File: src/rtl/sponge_squeeze_stream_pkg.sv
// ============================================================================
// Module      : sponge_pkg
// Description : Shared types and helpers for the sponge squeeze datapath:
//               squeeze FSM state encoding, MSB-aligned rate mask generator
//               and block-length helper.
// Revision    : 1.0 - initial release
// ============================================================================
`default_nettype none

package sponge_pkg;

    // Widest rate the mask helper can produce; callers size-cast to RWIDTH.
    localparam int unsigned MAX_RWIDTH = 512;

    typedef enum logic [2:0] {
        S_IDLE      = 3'd0,
        S_EMIT      = 3'd1,
        S_PERM_REQ  = 3'd2,
        S_PERM_WAIT = 3'd3,
        S_FINISH    = 3'd4
    } squeeze_state_t;

    // Mask of `width` bits (LSB-aligned in the return value) whose top `len`
    // bits are set. len is at most width.
    function automatic logic [MAX_RWIDTH-1:0] rate_mask(input int unsigned len,
                                                       input int unsigned width);
        logic [MAX_RWIDTH-1:0] m;
        m = '0;
        for (int unsigned i = 0; i < MAX_RWIDTH; i++) begin
            if ((i < width) && ((i + len) >= width)) begin
                m[i] = 1'b1;
            end
        end
        return m;
    endfunction

    // Bits carried by the next block: the remaining length, capped at the rate.
    function automatic int unsigned min_len(input int unsigned remain,
                                            input int unsigned width);
        return (remain < width) ? remain : width;
    endfunction

endpackage

`default_nettype wire

File: src/rtl/sponge_squeeze_stream_if.sv
// ============================================================================
// Module      : sponge_squeeze_stream_if
// Description : Output block stream (valid/ready) and permutation
//               start/done handshake of the squeeze engine.
//               master : squeeze engine side
//               slave  : consumer / permutation side
// Revision    : 1.0 - initial release
// ============================================================================
`default_nettype none

interface sponge_squeeze_stream_if #(
    parameter int unsigned RWIDTH      = 32,
    parameter int unsigned CWIDTH      = 320,
    parameter int unsigned ROUND_COUNT = 10
);
    localparam int unsigned SWIDTH = RWIDTH + CWIDTH;
    localparam int unsigned BITSW  = $clog2(RWIDTH) + 1;

    logic [RWIDTH-1:0]      out_data;
    logic [BITSW-1:0]       out_bits;
    logic                   out_valid;
    logic                   out_ready;
    logic                   out_last;
    logic                   perm_start;
    logic [SWIDTH-1:0]      perm_state_o;
    logic [ROUND_COUNT-1:0] perm_rounds;
    logic                   perm_done;
    logic [SWIDTH-1:0]      perm_state_i;

    modport master (
        output out_data, out_bits, out_valid, out_last,
        input  out_ready,
        output perm_start, perm_state_o, perm_rounds,
        input  perm_done, perm_state_i
    );

    modport slave (
        input  out_data, out_bits, out_valid, out_last,
        output out_ready,
        input  perm_start, perm_state_o, perm_rounds,
        output perm_done, perm_state_i
    );

endinterface

`default_nettype wire

File: src/rtl/sponge_squeeze_stream_fmt.sv
// ============================================================================
// Module      : squeeze_block_fmt
// Description : Combinational block formatter. Extracts the rate from the
//               sponge state, keeps the top min(remain,RWIDTH) bits and
//               reports the valid bit count and the last-block flag.
//               Outputs are zero when en_i is low.
// Ports       : state_i  - sponge state (rate in MSBs)
//               remain_i - bits still to be emitted
//               en_i     - formatter enable (engine is presenting a block)
//               data_o / bits_o / last_o - formatted block fields
// Revision    : 1.0 - initial release
// ============================================================================
`default_nettype none

module squeeze_block_fmt
    import sponge_pkg::*;
#(
    parameter int unsigned RWIDTH      = 32,
    parameter int unsigned CWIDTH      = 320,
    parameter int unsigned REMAINWIDTH = 20,
    parameter int unsigned BITSW       = $clog2(RWIDTH) + 1
) (
    input  wire logic [RWIDTH+CWIDTH-1:0] state_i,
    input  wire logic [REMAINWIDTH-1:0]   remain_i,
    input  wire logic                     en_i,
    output logic [RWIDTH-1:0]             data_o,
    output logic [BITSW-1:0]              bits_o,
    output logic                          last_o
);

    logic [31:0]       w_remain32;
    int unsigned       w_len;
    logic [RWIDTH-1:0] w_mask;

    assign w_remain32 = 32'(remain_i);
    assign w_len      = min_len(w_remain32, RWIDTH);
    assign w_mask     = RWIDTH'(rate_mask(w_len, RWIDTH));

    assign data_o = en_i ? (state_i[RWIDTH+CWIDTH-1 -: RWIDTH] & w_mask) : '0;
    assign bits_o = en_i ? BITSW'(w_len) : '0;
    assign last_o = en_i && (w_remain32 <= RWIDTH);

endmodule

`default_nettype wire

File: src/rtl/sponge_squeeze_stream.sv
// ============================================================================
// Module      : sponge_squeeze_stream
// Description : Sponge squeeze engine. Latches a full sponge state and an
//               output length, streams masked RWIDTH-bit blocks and drives
//               the external permutation between blocks.
// Ports       : clk, reset (async, active high)
//               start, abort, state_in, out_len, rounds - control/config
//               busy, done, perm_count                  - status
//               bus (master) - output stream and permutation handshake
// Revision    : 1.0 - initial release
// ============================================================================
`default_nettype none

module sponge_squeeze_stream
    import sponge_pkg::*;
#(
    parameter int unsigned RWIDTH      = 32,
    parameter int unsigned CWIDTH      = 320,
    parameter int unsigned REMAINWIDTH = 20,
    parameter int unsigned ROUND_COUNT = 10
) (
    input  wire logic                     clk,
    input  wire logic                     reset,
    input  wire logic                     start,
    input  wire logic                     abort,
    input  wire logic [RWIDTH+CWIDTH-1:0] state_in,
    input  wire logic [REMAINWIDTH-1:0]   out_len,
    input  wire logic [ROUND_COUNT-1:0]   rounds,
    output logic                          busy,
    output logic                          done,
    output logic [REMAINWIDTH-1:0]        perm_count,
    sponge_squeeze_stream_if.master       bus
);

    localparam int unsigned SWIDTH = RWIDTH + CWIDTH;
    localparam int unsigned BITSW  = $clog2(RWIDTH) + 1;

    squeeze_state_t         state_q, state_d;
    logic [SWIDTH-1:0]      sponge_q, sponge_d;
    logic [REMAINWIDTH-1:0] remain_q, remain_d;
    logic [REMAINWIDTH-1:0] perm_count_q, perm_count_d;

    logic                   w_emit;
    logic [RWIDTH-1:0]      w_data;
    logic [BITSW-1:0]       w_bits;
    logic                   w_last;

    assign w_emit = (state_q == S_EMIT);

    squeeze_block_fmt #(
        .RWIDTH      (RWIDTH),
        .CWIDTH      (CWIDTH),
        .REMAINWIDTH (REMAINWIDTH),
        .BITSW       (BITSW)
    ) u_fmt (
        .state_i  (sponge_q),
        .remain_i (remain_q),
        .en_i     (w_emit),
        .data_o   (w_data),
        .bits_o   (w_bits),
        .last_o   (w_last)
    );

    always_ff @(posedge clk or posedge reset) begin
        if (reset) begin
            state_q      <= S_IDLE;
            sponge_q     <= '0;
            remain_q     <= '0;
            perm_count_q <= '0;
        end else begin
            state_q      <= state_d;
            sponge_q     <= sponge_d;
            remain_q     <= remain_d;
            perm_count_q <= perm_count_d;
        end
    end

    always_comb begin
        state_d      = state_q;
        sponge_d     = sponge_q;
        remain_d     = remain_q;
        perm_count_d = perm_count_q;

        case (state_q)
            S_IDLE: begin
                // start beats a simultaneous abort here; abort only cancels work.
                if (start) begin
                    sponge_d     = state_in;
                    remain_d     = out_len;
                    perm_count_d = '0;
                    state_d      = (out_len == '0) ? S_FINISH : S_EMIT;
                end
            end
            S_EMIT: begin
                // abort wins over a same-cycle accept: the block is not consumed.
                if (abort) begin
                    state_d = S_FINISH;
                end else if (bus.out_ready) begin
                    remain_d = remain_q - REMAINWIDTH'(w_bits);
                    state_d  = w_last ? S_FINISH : S_PERM_REQ;
                end
            end
            S_PERM_REQ: begin
                state_d = abort ? S_FINISH : S_PERM_WAIT;
            end
            S_PERM_WAIT: begin
                if (abort) begin
                    state_d = S_FINISH;
                end else if (bus.perm_done) begin
                    sponge_d     = bus.perm_state_i;
                    perm_count_d = perm_count_q + 1'b1;
                    state_d      = S_EMIT;
                end
            end
            S_FINISH: begin
                state_d = S_IDLE;
            end
            default: begin
                state_d = S_IDLE;
            end
        endcase
    end

    // All outputs decode registered state only; no input reaches an output
    // combinationally except the rounds field forwarded to the permutation.
    assign busy             = (state_q != S_IDLE);
    assign done             = (state_q == S_FINISH);
    assign perm_count       = perm_count_q;
    assign bus.out_valid    = w_emit;
    assign bus.out_data     = w_data;
    assign bus.out_bits     = w_bits;
    assign bus.out_last     = w_last;
    assign bus.perm_start   = (state_q == S_PERM_REQ);
    assign bus.perm_state_o = sponge_q;
    assign bus.perm_rounds  = rounds;

endmodule

`default_nettype wire

File: src/flat_wrapper.sv
// flat-port wrapper written by rule: the top's interface ports become plain ports
module sponge_squeeze_stream_flat import sponge_pkg::*;
#(
    parameter int unsigned RWIDTH      = 32,
    parameter int unsigned CWIDTH      = 320,
    parameter int unsigned REMAINWIDTH = 20,
    parameter int unsigned ROUND_COUNT = 10
)
  (clk, reset, start, abort, state_in, out_len, rounds, busy, done, perm_count, bus_out_data, bus_out_bits, bus_out_valid, bus_out_last, bus_out_ready, bus_perm_start, bus_perm_state_o, bus_perm_rounds, bus_perm_done, bus_perm_state_i);
  sponge_squeeze_stream_if #(.RWIDTH(RWIDTH), .CWIDTH(CWIDTH), .ROUND_COUNT(ROUND_COUNT)) bus_i ();
  input  wire logic clk;
  input  wire logic reset;
  input  wire logic start;
  input  wire logic abort;
  input  wire logic [RWIDTH+CWIDTH-1:0] state_in;
  input  wire logic [REMAINWIDTH-1:0] out_len;
  input  wire logic [ROUND_COUNT-1:0] rounds;
  output logic busy;
  output logic done;
  output logic [REMAINWIDTH-1:0] perm_count;
  output wire logic [$bits(bus_i.out_data)-1:0] bus_out_data;
  output wire logic [$bits(bus_i.out_bits)-1:0] bus_out_bits;
  output wire logic [$bits(bus_i.out_valid)-1:0] bus_out_valid;
  output wire logic [$bits(bus_i.out_last)-1:0] bus_out_last;
  input wire logic [$bits(bus_i.out_ready)-1:0] bus_out_ready;
  output wire logic [$bits(bus_i.perm_start)-1:0] bus_perm_start;
  output wire logic [$bits(bus_i.perm_state_o)-1:0] bus_perm_state_o;
  output wire logic [$bits(bus_i.perm_rounds)-1:0] bus_perm_rounds;
  input wire logic [$bits(bus_i.perm_done)-1:0] bus_perm_done;
  input wire logic [$bits(bus_i.perm_state_i)-1:0] bus_perm_state_i;
  assign bus_out_data = bus_i.out_data;
  assign bus_out_bits = bus_i.out_bits;
  assign bus_out_valid = bus_i.out_valid;
  assign bus_out_last = bus_i.out_last;
  assign bus_i.out_ready = bus_out_ready;
  assign bus_perm_start = bus_i.perm_start;
  assign bus_perm_state_o = bus_i.perm_state_o;
  assign bus_perm_rounds = bus_i.perm_rounds;
  assign bus_i.perm_done = bus_perm_done;
  assign bus_i.perm_state_i = bus_perm_state_i;
  sponge_squeeze_stream #(.RWIDTH(RWIDTH), .CWIDTH(CWIDTH), .REMAINWIDTH(REMAINWIDTH), .ROUND_COUNT(ROUND_COUNT)) u_core (.clk(clk), .reset(reset), .start(start), .abort(abort), .state_in(state_in), .out_len(out_len), .rounds(rounds), .busy(busy), .done(done), .perm_count(perm_count), .bus(bus_i));
endmodule
File: config.mk
export PLATFORM = sky130hd
export DESIGN_NAME = sponge_squeeze_stream_flat
export DESIGN_NICKNAME = d
export VERILOG_FILES = /design/src/rtl/sponge_squeeze_stream_pkg.sv /design/src/rtl/sponge_squeeze_stream_if.sv /design/src/rtl/sponge_squeeze_stream_fmt.sv /design/src/rtl/sponge_squeeze_stream.sv /design/src/flat_wrapper.sv
export SDC_FILE = /design/constraint.sdc
export NUM_CORES = 1
export LEC_CHECK = 0
export ABC_AREA = 1
export BUFFER_PORTS_ARGS = -buffer_cell sky130_fd_sc_hd__buf_2
export CAP_MARGIN = 20
export CORE_AREA = 5 5 445 447
export DETAILED_ROUTE_END_ITERATION = 16
export DIE_AREA = 0 0 450 452
export PLACE_DENSITY_LB_ADDON = 0.3
export SYNTH_ARGS = -nofsm -noshare
export SYNTH_HDL_FRONTEND = slang
export SYNTH_SLANG_ARGS = --single-unit
File: constraint.sdc
create_clock -name clk -period 17.3 [get_ports clk]
set_input_delay 0 -clock clk [delete_from_list [all_inputs] [get_ports clk]]
set_output_delay 0 -clock clk [all_outputs]
set_load 0.01 [all_outputs]
* After elaboration in Yosys (flattened, before gate mapping)
Cells that the tools add are included.
** Word-level totals
- Output and inout bits :: 425
- Register bits :: 395
- Input bits :: 740
- Word-level logic and storage cells :: 148
** Operators by class
- Reductions and logical operators :: 9
- Bitwise operators :: 1
- Mux-type cells :: 56
- Add/sub/neg operators :: 33
- Eq/ne operators :: 11
- Order comparisons :: 34
** Operators by type and width (count)
- 352-bit two-way mux :: 3
- 352-bit case mux with 2 select lines :: 1
- 21-bit by 6-bit >= comparator with 1-bit output (second input constant) :: 31
- 5-bit by 20-bit adder with 21-bit output (first input constant) :: 16
- 4-bit by 20-bit adder with 21-bit output (first input constant) :: 8
- 20-bit two-way mux :: 7
- 3-bit by 20-bit adder with 21-bit output (first input constant) :: 4
- 20-bit case mux with 2 select lines :: 2
- 2-bit by 20-bit adder with 21-bit output (first input constant) :: 2
- 32-bit AND :: 1
- 1-bit two-way mux :: 32
- 32-bit two-way mux :: 1
- 3-bit two-way mux :: 8
- 1-bit by 20-bit adder with 21-bit output (first input constant) :: 1
- 20-bit by 1-bit adder with 20-bit output (second input constant) :: 1
- 20-bit by 6-bit >= comparator with 1-bit output (second input constant) :: 1
- 20-bit by 6-bit <= comparator with 1-bit output (second input constant) :: 1
- 20-bit zero test :: 1
- 20-bit by 6-bit < comparator with 1-bit output (second input constant) :: 1
- 20-bit by 6-bit subtractor with 20-bit output :: 1
- 3-bit case mux with 4 select lines :: 1
- 2-bit != test (second input constant) :: 5
- 4-bit AND reduction :: 2
- 3-bit by 2-bit == test with 1-bit output (second input constant) :: 2
- other kinds (9) :: 11

* Longest topological paths before layout
- Word-level depth :: 7
- Depth in mapped cells :: 20
- Mapped depth without buffers :: 20

* By module
Synthesis repeated with hierarchy kept, for this count alone.
** Second synthesis, totals
- Cells, all modules :: 2711
- Area, all modules :: 20354.5 um2
** Modules (own cells, without submodules)
- sponge_squeeze_stream :: area an instance 19114.6 um2, cells each 2443, sequential area each 9884.5 um2, instances 1
- squeeze_block_fmt :: area an instance 1239.9 um2, cells each 268, sequential area each 0.0 um2, instances 1

* Least setup slack after synthesis
Ideal clock, no wire load.
- Path type :: register -> register
- Start :: reg u_core.remain_q[8]
- End :: reg u_core.remain_q[9]
- Cell stages (with the launch flop) :: 20
- Required time :: 17.187 ns
- Library setup time :: 0.113 ns
- Path buffers :: 0
- Clock period less this slack :: 2.726 ns
- Data arrival time :: 2.613 ns
- Slack :: 14.574 ns
- Cell sequence :: dfrtp_1 > nor2_2 > nand2_1 > nor2_2 > nand2_2 > nor2_1 > inv_1 > nor2_1 > inv_1 > ha_1 > nand2_1 > inv_1 > nand2_1 > nand3_1 > nand2_1 > nand2_1 > o21ai_0 > nand2_1 > nand2_1 > inv_1
** Between the ends
- Longest elaborated chain between the ends :: 7
** RTL lines
- start, declared :: RTL line sponge_squeeze_stream.sv:40 : logic [REMAINWIDTH-1:0] remain_q, remain_d;
- start signal, assigned :: RTL line sponge_squeeze_stream.sv:73 : remain_q <= remain_d;
- 20-bit by 6-bit < comparator with 1-bit output :: RTL line sponge_squeeze_stream_pkg.sv:40 : return (remain < width) ? remain : width;
- 20-bit two-way mux :: RTL line sponge_squeeze_stream_pkg.sv:40
- 6-bit two-way mux :: RTL line sponge_squeeze_stream_fmt.sv:40 : assign bits_o = en_i ? BITSW'(w_len) : '0;
- net bus_out_bits[4] :: RTL line flat_wrapper.sv:22 : output wire logic [$bits(bus_i.out_bits)-1:0] bus_out_bits;
- 20-bit by 6-bit subtractor with 20-bit output :: RTL line sponge_squeeze_stream.sv:99 : remain_d = remain_q - REMAINWIDTH'(w_bits);
- 20-bit two-way mux :: RTL line sponge_squeeze_stream.sv:98 : end else if (bus.out_ready) begin
- 20-bit two-way mux :: RTL line sponge_squeeze_stream.sv:96 : if (abort) begin
- 20-bit case mux with 2 select lines :: RTL line sponge_squeeze_stream.sv:84 : case (state_q)
The timed path passes the listed nets, and every way through them passes these cells. The select of a mux whose other input is x is not followed.
A chain may end at the register's enable or synchronous reset.

* Final worst setup path
- Start :: reg u_core.state_q[2]
- End :: reg u_core.sponge_q[107] (netlist: u_core.bus.perm_state_o[107])
** Between the ends
- Longest elaborated chain between the ends :: 3
- Elaborated cells on any way between the ends :: 8
- Classes of those cells :: eq/ne (4); mux (1); reduce/logical (3)
** RTL lines
- start, declared :: RTL line sponge_squeeze_stream.sv:38 : squeeze_state_t state_q, state_d;
- start signal, assigned :: RTL line sponge_squeeze_stream.sv:71 : state_q <= state_d;
- 3-bit by 2-bit == test with 1-bit output or 3-bit zero test (tied branches) :: RTL line sponge_squeeze_stream.sv:84
- 2-bit != test (no line) or 2-bit nonzero test (tied branches)
- 4-bit AND reduction (no line)
- end signal, assigned :: RTL line sponge_squeeze_stream.sv:72 : sponge_q <= sponge_d;
- end, declared :: RTL line sponge_squeeze_stream.sv:39 : logic [SWIDTH-1:0] sponge_q, sponge_d;
Parallel ways exist; a longest one is shown, timed or not.

==> impl_metrics.env <==
export IMPL_yosys_warnings=0
export IMPL_placeableCoreArea_sq_mm=0.194
export IMPL_netlist_instances=2601
export IMPL_hold_viol=0
export IMPL_initial_core_util_pct=10.2
export IMPL_synth_distinct_cells=35
export IMPL_grt_pass1_vias=26900
export IMPL_status="finished clean"
export IMPL_cts_root_buf="clkbuf_16"
export IMPL_yosys_area_top_type="dfrtp_1"
export IMPL_synth_area_sq_mm=0.0197
export IMPL_worstHoldPathType="input pin to primary output"
export IMPL_clkPwrFrac_pct=17.6
export IMPL_path_clk_slew_ns=0.06
export IMPL_synth_flop_cell="dfrtp_1"
export IMPL_slowest_delay_ns=0.84
export IMPL_wl_per_cell_microns=23.5
export IMPL_stdcell_area_sq_mm=0.0373
export IMPL_p_int_w=0.00390
export IMPL_ir_worst_vdd_mv=0.0942
export IMPL_dpl_cell_area_sq_mm=0.0280
export IMPL_seq_area_frac_synth_pct=50.1
export IMPL_routed_wl_mm=165
export IMPL_ctsHtreeMaxLevel=2
export IMPL_max_freq_mhz=167
export IMPL_numCtsBuffers=54
export IMPL_grt_pass1_wl_mm=220
export IMPL_drt_pass1_iterations=8
export IMPL_synth_top_area_share_pct=50.1
export IMPL_crit_top_cell="buf_4"
export IMPL_grt_overflow=0
export IMPL_muxShareOfSynthArea_pct=0
export IMPL_dieWidth_microns=450
export IMPL_p_sw_w=0.00284
export IMPL_placementRows=162
export IMPL_cts_repair_resized=0
export IMPL_grt_antenna_before_repair=167
export IMPL_postCtsSetupBuffers=0
export IMPL_die_h_microns=452
export IMPL_die_area_sq_mm=0.203
export IMPL_finalSetupViolCount=0
export IMPL_avgViaCountPerCell=3.85
export IMPL_io_buffers=1144
export IMPL_track_usage_pct=15.4
export IMPL_top_layer="met5"
export IMPL_hp_start="rounds[0]"
export IMPL_synth_top_family_by_area="simple AND/OR/NAND/NOR gates"
export IMPL_swShare_pct=42.1
export IMPL_place_congestion=1.02
export IMPL_startpoint="u_core.state_q[2]"
export IMPL_synth_simple_area_share_pct=28.8
export IMPL_combPwrFrac_pct=57.4
export IMPL_cp_arrival_ns=6.58
export IMPL_syn_num_nets=3351
export IMPL_cts_tree="yes"
export IMPL_fin_setup_tns_ns=0
export IMPL_reg2reg_from="u_core.state_q[2]"
export IMPL_drv_slew=0
export IMPL_skew_ns=0.0376
export IMPL_grt_max_degree=203
export IMPL_drtAntennaViolNets=0
export IMPL_synth_common_cells="nand2_1 (895), nor2_1 (456), dfrtp_1 (395)"
export IMPL_critical_path_class="flip-flop to flip-flop"
export IMPL_pwr_density_cell_mw_per_mm2=181
export IMPL_postSynthAreaPerCell_sq_um=7.58
export IMPL_ios=1165
export IMPL_cts_sinks=395
export IMPL_synth_edf_count=0
export IMPL_period_share_pct=34.5
export IMPL_path_cells="inv_2 > nand2_1 > nor2_4 > buf_4 > buf_12 > a21oi_1 > nor2_4 > buf_4 > buf_4 > buf_4 > nor2_1 > a31oi_1 > dlygate4sd3_1"
export IMPL_insertion_delay_ns=0.67
export IMPL_tightest_slew_ns=1.03
export IMPL_clock_path_buffers=3
export IMPL_synth_area_leaders="dfrtp_1 (50%), nand2_1 (17%), a31oi_1 (11%)"
export IMPL_wl_met3_mm=15.4
export IMPL_worstPathMaxFanout=153
export IMPL_synth_compound_area_share_pct=13.7
export IMPL_nets=5123
export IMPL_dp_hpwl_mm=134
export IMPL_met1_length_mm=63.2
export IMPL_drc=0
export IMPL_start_kind="flip-flop"
export IMPL_critPathCaptureType="flip-flop"
export IMPL_drtIter0Drc=2395
export IMPL_seqPwrFrac_pct=24.9
export IMPL_drv_cap=0
export IMPL_cp_required_ns=17.91
export IMPL_cp_slowest_cell="buf_4"
export IMPL_min_period_ns=5.97
export IMPL_synth_async_reset_ratio_pct=100
export IMPL_num_vias=27000
export IMPL_synth_xor_area_share_pct=0.533
export IMPL_synth_fa_ha_area_share_pct=0.673
export IMPL_synth_seq_cells=395
export IMPL_p_leak_nw=16.7
export IMPL_drive_above_1_share_pct=28.9
export IMPL_syn2layout_area_growth_pct=89.2
export IMPL_maxSlewHeadroom_pct=31.3
export IMPL_rsz0062_at_grt="no"
export IMPL_wl_met2_mm=78.1
export IMPL_synth_most_common_cell="nand2_1"
[flip-flops by register name, indices dropped and copies added (netlist names)]
register and count:
u_core.bus.perm_state_o 352, u_core.state_q 3, u_core.remain_q 20, u_core.perm_count 20
[worst max-delay path: cells and delay by family, from the launching register on]
kind	cells	cell delay, ns
flops	1	0.45
simple gates	4	0.69
compound gates	2	0.42
buf+inv	7	4.00
[layout make-up]
class,count,area [sq um]
antenna,53,133
inverter,95,364
tap,2542,3180
sequential,395,9880
clock inverter,23,307
fill,22000,156000
timing repair buffer,1903,13300
clock buffer,72,1520
multi-input combinational,1924,8640
[cells in the final DEF (no fill, tap or decap), types with 8 or more instances in the layout]
cell type and count:
buf_2 1144, nand3_1 60, dfrtp_1 395, a21oi_1 27
dlygate4sd3_1 732, buf_4 25, nand4_1 21, clkbuf_8 10
ha_1 9, nor2_1 456, diode_2 53, o21ai_0 38
nor3_1 13, clkbuf_16 54, nand2_1 894, inv_1 88
clkbuf_1 8, a31oi_1 353
[power by group through the flow]
stage / Sequential (W) / Clock, W / Combinational (W)
6_report: 0.00168 / 0.00119 / 0.00388
5_1_grt: 0.00173 / 0.00127 / 0.00421
4_1_cts: 0.00167 / 0.00125 / 0.00384
3_5_place_dp: 0.00168 / 0 / 0.00278
3_3_place_gp: 0.00168 / 0 / 0.00275
2_1_floorplan: 0.00183 / 0 / 0.00143
[metrics by stage]
stage / total power [W] / hold WS (ns) / worst slack [ns] / util (%) / std cells
after global placement: 0.00443 / 0.0000749 / 11.85 / 14.5 / 6127
after global routing: 0.00722 / 0.0000379 / 10.78 / 19.2 / 6993
after floorplan: 0.00326 / 0.0918 / 6.32 / - / 2601
final: 0.00675 / 0.0000292 / 11.33 / 19.3 / 7007
after CTS: 0.00676 / 0.0000749 / 11.27 / 19.2 / 6954
after detailed placement: 0.00446 / 0.0000749 / 11.78 / 14.5 / 6127
[worst paths after layout]
path	to	slack [ns]	depth (start not counted)
setup / recovery	u_core.bus.perm_state_o[107]	11.33	13
hold / removal	bus_perm_rounds[0]	0.00003	0
setup reg to reg	u_core.bus.perm_state_o[107]	11.33	13
min in group asynchronous	u_core.bus.perm_state_o[85]	0.62	4
hold reg to reg	u_core.remain_q[7]	0.53	2
max in group asynchronous	u_core.remain_q[13]	14.39	6
[routing by layer]
layer | vias to the layer above | track usage, %
met2 | 1332 | 25.5
met1 | 13000 | 18.1
li1 | 12200 | -
met4 | 72 | 6.41
met5 | - | 0
met3 | 415 | 5.39
[repair_timing]
action | in CTS | in global routing
endpoints found under the setup margin | 0 | 0
hold buffers | 732 | 0
hold endpoints to repair | 462 | 0
[cells by family after synthesis]
logic type	after synthesis
xor+xnor	12
compound gates	442
flops	395
simple gates	1460
buf+inv	282
fa+ha+maj	10
No activity file was read; power rests on OpenSTA's default activity.
